**config.mk**
```make
export PLATFORM = sky130hd
export DESIGN_NAME = block_mac_2x2
export DESIGN_NICKNAME = d
export VERILOG_FILES = /design/src/rtl/block_mac_2x2.sv
export SDC_FILE = /design/constraint.sdc
export NUM_CORES = 2
export LEC_CHECK = 0
export CORE_ASPECT_RATIO = 0.9
export CORE_MARGIN = 2
export CORE_UTILIZATION = 30
export CTS_BUF_LIST = sky130_fd_sc_hd__clkbuf_4 sky130_fd_sc_hd__clkbuf_8
export DETAILED_ROUTE_END_ITERATION = 8
export SYNTH_ARGS = -nofsm -noshare
export SYNTH_HDL_FRONTEND = slang
export SYNTH_SLANG_ARGS = --single-unit
export TNS_END_PERCENT = 50
```
**constraint.sdc**
```tcl
create_clock -name clk -period 7.37 [get_ports clk]
set_clock_uncertainty 0.1 [all_clocks]
set_input_delay 1.474 -clock clk [delete_from_list [all_inputs] [get_ports clk]]
set_output_delay 1.474 -clock clk [all_outputs]
set_load 0.005 [all_outputs]
```
**src/rtl/block_mac_2x2.sv**
```systemverilog
// block_mac_2x2: 2x2 block multiply-accumulate responder, C_acc += A x B.
//
// A single shared multiplier runs the eight partial products in sequence. Its
// output is registered, so each product is added one edge after it is formed.
// The C block is published in one step and held until the next completion.
//
// Ports:
//   clk                  clock, all state on the rising edge
//   rst                  asynchronous active-low reset
//   start_mac            operation request, sampled only while idle
//   clear_acc            with an accepted start_mac: zero the accumulators first
//   a_11..a_22           A block operands, captured on acceptance
//   b_11..b_22           B block operands, captured on acceptance
//   busy                 high from the acceptance edge to the done_mac edge
//   done_mac             single-cycle completion pulse, c_* valid with it
//   c_11..c_22           registered accumulated result block
module block_mac_2x2 #(
    parameter int unsigned data_w     = 32,
    parameter int unsigned extra_wait = 0
) (
    input  logic              clk,
    input  logic              rst,
    input  logic              start_mac,
    input  logic              clear_acc,
    input  logic [data_w-1:0] a_11,
    input  logic [data_w-1:0] a_12,
    input  logic [data_w-1:0] a_21,
    input  logic [data_w-1:0] a_22,
    input  logic [data_w-1:0] b_11,
    input  logic [data_w-1:0] b_12,
    input  logic [data_w-1:0] b_21,
    input  logic [data_w-1:0] b_22,
    output logic              busy,
    output logic              done_mac,
    output logic [data_w-1:0] c_11,
    output logic [data_w-1:0] c_12,
    output logic [data_w-1:0] c_21,
    output logic [data_w-1:0] c_22
);

    typedef enum logic [1:0] {StIdle, StMul, StWait, StDone} state_e;

    state_e state_q, state_d;

    // Word index 0..3 = x_11, x_12, x_21, x_22 for operands, accumulators and results.
    logic [3:0][data_w-1:0] op_a_q, op_a_d;
    logic [3:0][data_w-1:0] op_b_q, op_b_d;
    logic [3:0][data_w-1:0] acc_q, acc_d;
    logic [3:0][data_w-1:0] c_q, c_d;

    logic [data_w-1:0] prod_q, prod_d;
    logic [1:0]        prod_dst_q, prod_dst_d;
    logic              prod_vld_q, prod_vld_d;

    logic [3:0] step_q, step_d;
    logic [4:0] wait_q, wait_d;
    logic       busy_q, busy_d;
    logic       done_q, done_d;

    logic [1:0]        a_idx, b_idx;
    logic [data_w-1:0] mul_p;

    // Step order 0..7 walks a11*b11, a12*b21, a11*b12, a12*b22, a21*b11, a22*b21,
    // a21*b12, a22*b22; the destination accumulator is step[2:1].
    assign a_idx = {step_q[2], step_q[0]};
    assign b_idx = {step_q[0], step_q[1]};

    // Low data_w bits of a two's complement product equal those of the unsigned
    // product, so a plain truncating multiply gives the signed result.
    assign mul_p = op_a_q[a_idx] * op_b_q[b_idx];

    always_comb begin
        state_d    = state_q;
        op_a_d     = op_a_q;
        op_b_d     = op_b_q;
        acc_d      = acc_q;
        c_d        = c_q;
        prod_d     = prod_q;
        prod_dst_d = prod_dst_q;
        prod_vld_d = 1'b0;
        step_d     = step_q;
        wait_d     = wait_q;
        busy_d     = busy_q;
        done_d     = 1'b0;

        // Second pipeline stage: fold the registered product into its accumulator.
        if (prod_vld_q) begin
            acc_d[prod_dst_q] = acc_q[prod_dst_q] + prod_q;
        end

        unique case (state_q)
            StIdle: begin
                if (start_mac) begin
                    op_a_d  = {a_22, a_21, a_12, a_11};
                    op_b_d  = {b_22, b_21, b_12, b_11};
                    busy_d  = 1'b1;
                    step_d  = 4'd0;
                    state_d = StMul;
                    if (clear_acc) begin
                        acc_d = '0;
                    end
                end
            end
            StMul: begin
                if (step_q < 4'd8) begin
                    prod_d     = mul_p;
                    prod_dst_d = step_q[2:1];
                    prod_vld_d = 1'b1;
                    step_d     = step_q + 4'd1;
                end else begin
                    // Step 8 only drains the last product out of the pipeline.
                    wait_d  = 5'(extra_wait);
                    state_d = (extra_wait > 0) ? StWait : StDone;
                end
            end
            StWait: begin
                if (wait_q <= 5'd1) begin
                    state_d = StDone;
                end else begin
                    wait_d = wait_q - 5'd1;
                end
            end
            StDone: begin
                c_d     = acc_q;
                done_d  = 1'b1;
                busy_d  = 1'b0;
                state_d = StIdle;
            end
            default: state_d = StIdle;
        endcase
    end

    always_ff @(posedge clk or negedge rst) begin
        if (!rst) begin
            state_q    <= StIdle;
            op_a_q     <= '0;
            op_b_q     <= '0;
            acc_q      <= '0;
            c_q        <= '0;
            prod_q     <= '0;
            prod_dst_q <= '0;
            prod_vld_q <= 1'b0;
            step_q     <= '0;
            wait_q     <= '0;
            busy_q     <= 1'b0;
            done_q     <= 1'b0;
        end else begin
            state_q    <= state_d;
            op_a_q     <= op_a_d;
            op_b_q     <= op_b_d;
            acc_q      <= acc_d;
            c_q        <= c_d;
            prod_q     <= prod_d;
            prod_dst_q <= prod_dst_d;
            prod_vld_q <= prod_vld_d;
            step_q     <= step_d;
            wait_q     <= wait_d;
            busy_q     <= busy_d;
            done_q     <= done_d;
        end
    end

    assign busy     = busy_q;
    assign done_mac = done_q;
    assign c_11     = c_q[0];
    assign c_12     = c_q[1];
    assign c_21     = c_q[2];
    assign c_22     = c_q[3];

endmodule

```
Word-level counts from Yosys, hierarchy flattened
Index checks and enable logic that the tools add are counted.
{"block": "classes", "addsub": 3, "multipliers": 1, "magnitude_cmp": 6, "eq_ne": 8, "mux": 28, "n_reduce_logical": 11}
{"op": "128-bit 2-to-1 mux", "n": 4}
{"op": "32-bit binary-select mux with 2-bit select", "n": 3}
{"op": "128-bit bitwise mux", "n": 1}
{"op": "32-bit 2-to-1 mux", "n": 4}
{"op": "32-bit demux with 2-bit select", "n": 1}
{"op": "32-bit adder", "n": 1}
{"op": "32-bit by 32-bit multiplier with 32-bit output", "n": 1}
{"op": "5-bit 2-to-1 mux", "n": 2}
{"op": "2-bit inequality test, second input constant", "n": 5}
{"op": "5-bit one-hot mux with 2 select lines", "n": 1}
{"op": "2-bit by 3-bit < comparator with 1-bit output, second input constant", "n": 3}
{"op": "3-bit AND reduction", "n": 3}
{"op": "4-bit 2-to-1 mux", "n": 2}
{"op": "2-bit one-hot mux with 4 select lines", "n": 1}
{"op": "4-bit one-hot mux with 2 select lines", "n": 1}
{"op": "2-bit 2-to-1 mux", "n": 3}
{"op": "2-bit AND reduction", "n": 3}
{"op": "2-bit nonzero test", "n": 3}
{"op": "5-bit by 1-bit <= comparator with 1-bit output, second input constant", "n": 1}
{"op": "5-bit by 1-bit subtractor with 5-bit output, second input constant", "n": 1}
{"op": "4-bit by 1-bit adder with 4-bit output, second input constant", "n": 1}
{"op": "2-bit == test, second input constant", "n": 2}
{"op": "4-bit < comparator, second input constant", "n": 1}
{"op": "1-bit 2-to-1 mux", "n": 4}
{"op": "other kinds (5)", "n": 5}
{"block": "totals", "register_bits": 560, "inputBits": 260, "output_inout_bits": 130, "elab_cells": 81}

Logic depth before layout (Yosys ltp)
{"block": "logic_depth", "word_depth": 9, "depth_mapped": 33, "ltp_nobuf": 28}

Worst setup path before layout
OpenSTA, ideal clock, no wires.
{"block": "synth_path", "path_kind": "register to register", "from": "register step_q[0]", "to": "register prod_q[31]", "setup_time_ps": 129, "arrival_ps": 7812, "required_ps": 7141, "setup_slack_ps": -671, "path_stages_with_launch": 32, "path_buffers": 7, "period_less_slack_ps": 8041, "path_cell_list": "dfrtp_1 > buf_6 > buf_12 > buf_8 > buf_6 > buf_2 > buf_1 > mux2_2 > clkbuf_1 > nor2_1 > fa_1 > fa_1 > fa_1 > inv_1 > fa_1 > inv_1 > fa_1 > inv_1 > fa_1 > inv_1 > fa_1 > fa_1 > ha_1 > a21o_1 > a21o_1 > a21oi_1 > o21ai_0 > a41o_1 > a21o_1 > a31oi_4 > xnor2_1 > o21ai_1"}
{"block": "synth_via", "elab_chain_cells": 3, "word_cells_on_any_way": 7, "classes_between": "mul (1); order compare (1); mux (4); reduce/logical (1)"}
{"element": "from (decl)", "line": "55", "source": "logic [3:0] step_q, step_d;"}
{"element": "from (signal assigned)", "line": "156", "source": "step_q <= step_d;"}
{"element": "32-bit binary-select mux with 2-bit select", "line": "70", "source": "assign mul_p = op_a_q[a_idx] * op_b_q[b_idx];"}
{"element": "32-bit 2-to-1 mux (not written as such)", "line": "70"}
{"element": "32-bit by 32-bit multiplier with 32-bit output", "line": "70"}
{"element": "to (signal assigned)", "line": "153", "source": "prod_q <= prod_d;"}
{"element": "to (decl)", "line": "51", "source": "logic [data_w-1:0] prod_q, prod_d;"}
Several ways; a longest one is shown, not always the timed one. The select of a mux whose other input is x is not followed.
A chain may end at the register's enable or synchronous reset.

Worst setup path in the final report
{"block": "layout_path", "from": "register step_q[0]", "to": "register prod_q[30]"}
Same word-level chain as after synthesis.

==> reports/results.ini <==
[clock_network]
cts_max_path_buffers=3
clkTransAtPathRegs_ps=60
worstSkewPairLatency_ps=820
cts_buffers=100
cts-root-buf=clkbuf_8
htreeDepth=3
cts_tree=built
cts-hold-fix-buffers=0
clock_sinks=560

[die]
rows=128
die_w_um=392
die_area_sq_mm=0.138
die_h_um=353
start_util_pct=30.1
ioPinCount=390
coreArea_sq_mm=0.135

[status]
status=complete, but fails checks
violations=negative setup slack

[final_layout]
final_common_cell=dfrtp_1
fin_util_pct=38.7
final_layout_size_suffix_gt1_share_pct=26.9
syn2layout_area_growth_pct=28.4
layout_common_cells=dfrtp_1 (555), mux2_2 (405), nand2_1 (401)
fillers=13321
fin_area_sq_mm=0.0522
nNetsFinal=5131

[critical_path]
max_stage_delay_ps=590
crit-reg2reg-launch=step_q[0]
r2r_cells=25
r2r_setup_slack_ps=-220
crit_type=flop to flop
cp_num_cells=25
worst_ep_required_time_ps=7930
endpoint_kind=flop
cp-startpoint=step_q[0]
critPathLaunchType=flop
crit_end=prod_q[30]
reg2reg_to=prod_q[30]
slowest_stage=fa_2
worstPathMaxFanout=8
crit_arrival_ps=8150
path_buf_inv=6
crit_family=adder cells

[global_route]
grt.overflow.total=0
track_usage_pct=17.7
antenna_found_initial=10
grt_max_degree=160
grt_pass1_vias=30901
grt_first_pass_wirelength_mm=188

[synthesis]
yosysUniqueCellTypes=71
synth-warning-count=0
synth_fp_nets=4453
yosys_register_bits=560
avgSynthCellArea_sq_um=11.2
async_reset_ff_share_pct=100
synth_ff_type=dfrtp_1
synth.top_cells.by_area=dfrtp_1 (34%), fa_1 (20%), mux2_2 (12%)
seq_area_frac_synth_pct=34.5
synth_area_leader_cell=dfrtp_1
syn_inst=3622
synth_edf_count=0
synth_top_area_share_pct=34.5
syn-cell-area_sq_mm=0.0406

[route]
wl_per_cell_um=19.6
drtAntennaViolNets=0
firstDrtPassIters=5
via_per_inst=4.67
drt_iter0_markers=1611
wirelength_mm=121
post-route-drc-count=0
num_vias=28923

[timing]
slew_violations=0
final-hold-violation-count=0
relSlewSlack_pct=30.9
period_needed_ps=7590
rsz0062_at_grt=yes
setup_viol=10
max_freq_ghz=0.132
final.period_utilization_pct=103
worst_slack_ps=-220
worstMarginPinSlew_ps=1040

[placement]
dp_hpwl_mm=95.6
pre_cts_ws_ps=-352
placed_cell_area_sq_mm=0.0490
finalWeightedCongestion=0.943
numPortBuffers=389

[hold_path]
hold_class=flop to flop

[flow_run]
cap_violations=0

area by class of cell:
type / instances / area [sq um] / area share [%]
Timing Repair Buffer: 749 / 7230 / 13.9
Multi-Input combinational cell: 2486 / 25000 / 47.9
Sequential cell: 560 / 14000 / 26.9
Antenna cell: 3 / 7.51 / 0.0144
Inverter: 403 / 1510 / 2.90
Tap cell: 1820 / 2280 / 4.37
Clock buffer: 156 / 1910 / 3.66
Clock inverter: 23 / 213 / 0.408
cell families after synthesis:
kind of cell    count (synthesis)  share of synthesized area, %
fa+ha+maj                     571                          25.1
xor+xnor                      113                          2.51
simple gates                  869                          8.95
compound gates                351                          5.65
buf+inv                       576                          5.74
flops                         560                          34.5
mux                           582                          17.5
registers in the layout, summed over array words and instances (netlist names):
name,count
acc_q,128
busy,1
c_11,32
c_12,32
c_21,32
c_22,32
done_mac,1
op_a_q,128
op_b_q,128
prod_dst_q,2
prod_q,32
prod_vld_q,1
state_q,2
step_q,4
wait_q,5
layer usage:
layer | track usage [%] | part of all wire (%) | vias up
li1 | - | - | 13240
met1 | 23.5 | 43 | 14631
met2 | 29.4 | 48 | 832
met3 | 3.63 | 6.2 | 206
met4 | 5.00 | 2.7 | 14
met5 | 0 | 0.065 | -
worst min-delay path by stage:
stage	slack [ps]	end	cells after the start	from
global placement	380	op_a_q[125]	1	op_a_q[125]
floorplan	350	prod_q[0]	2	prod_q[0]
finish	400	op_a_q[29]	1	op_a_q[29]
detailed placement	390	op_b_q[90]	1	op_b_q[90]
CTS	400	op_a_q[29]	1	op_a_q[29]
global route	410	op_a_q[29]	1	op_a_q[29]
timing repair:
item / CTS / global route
buffers inserted: 20 / 11
gates resized for setup: 97 / 66
gates cloned: 2 / 0
pin swaps: 37 / 48
setup endpoints to repair: 14 / 16
Yosys cell counts, drive strengths merged, types with 3 or more instances:
library cell and count:
a22o 36, o21a 17, or2 9, a21oi 130, and3 9, o21ai 58
inv 403, a21o 47, or3 4, ha 162, nand4 3, nand2 406
buf 40, nor3b 4, a211oi 16, a2111oi 6, o211ai 3, a211o 3
dfrtp 560, fa 409, xor2 25, clkbuf 133, o21bai 15, o31ai 3
nor4 3, nor3 7, a41o 3, and2 59, xnor2 87, mux2i 101
nand2b 26, nor2b 8, mux2 425, mux4 56, nor2 311, nand3 14
stage by stage:
stage | hold slack (ps) | setup TNS (ps) | std cells
after floorplan | 345 | -586 | 3622
after global placement | 380 | -2290 | 5985
after detailed placement | 388 | -3200 | 5985
after CTS | 401 | -1240 | 6186
after global routing | 411 | -4410 | 6199
final | 400 | -1490 | 6200
Power is left out: the tool's default activity adds up to more than one toggle a clock period on the data nets, which glitch-free logic cannot reach.
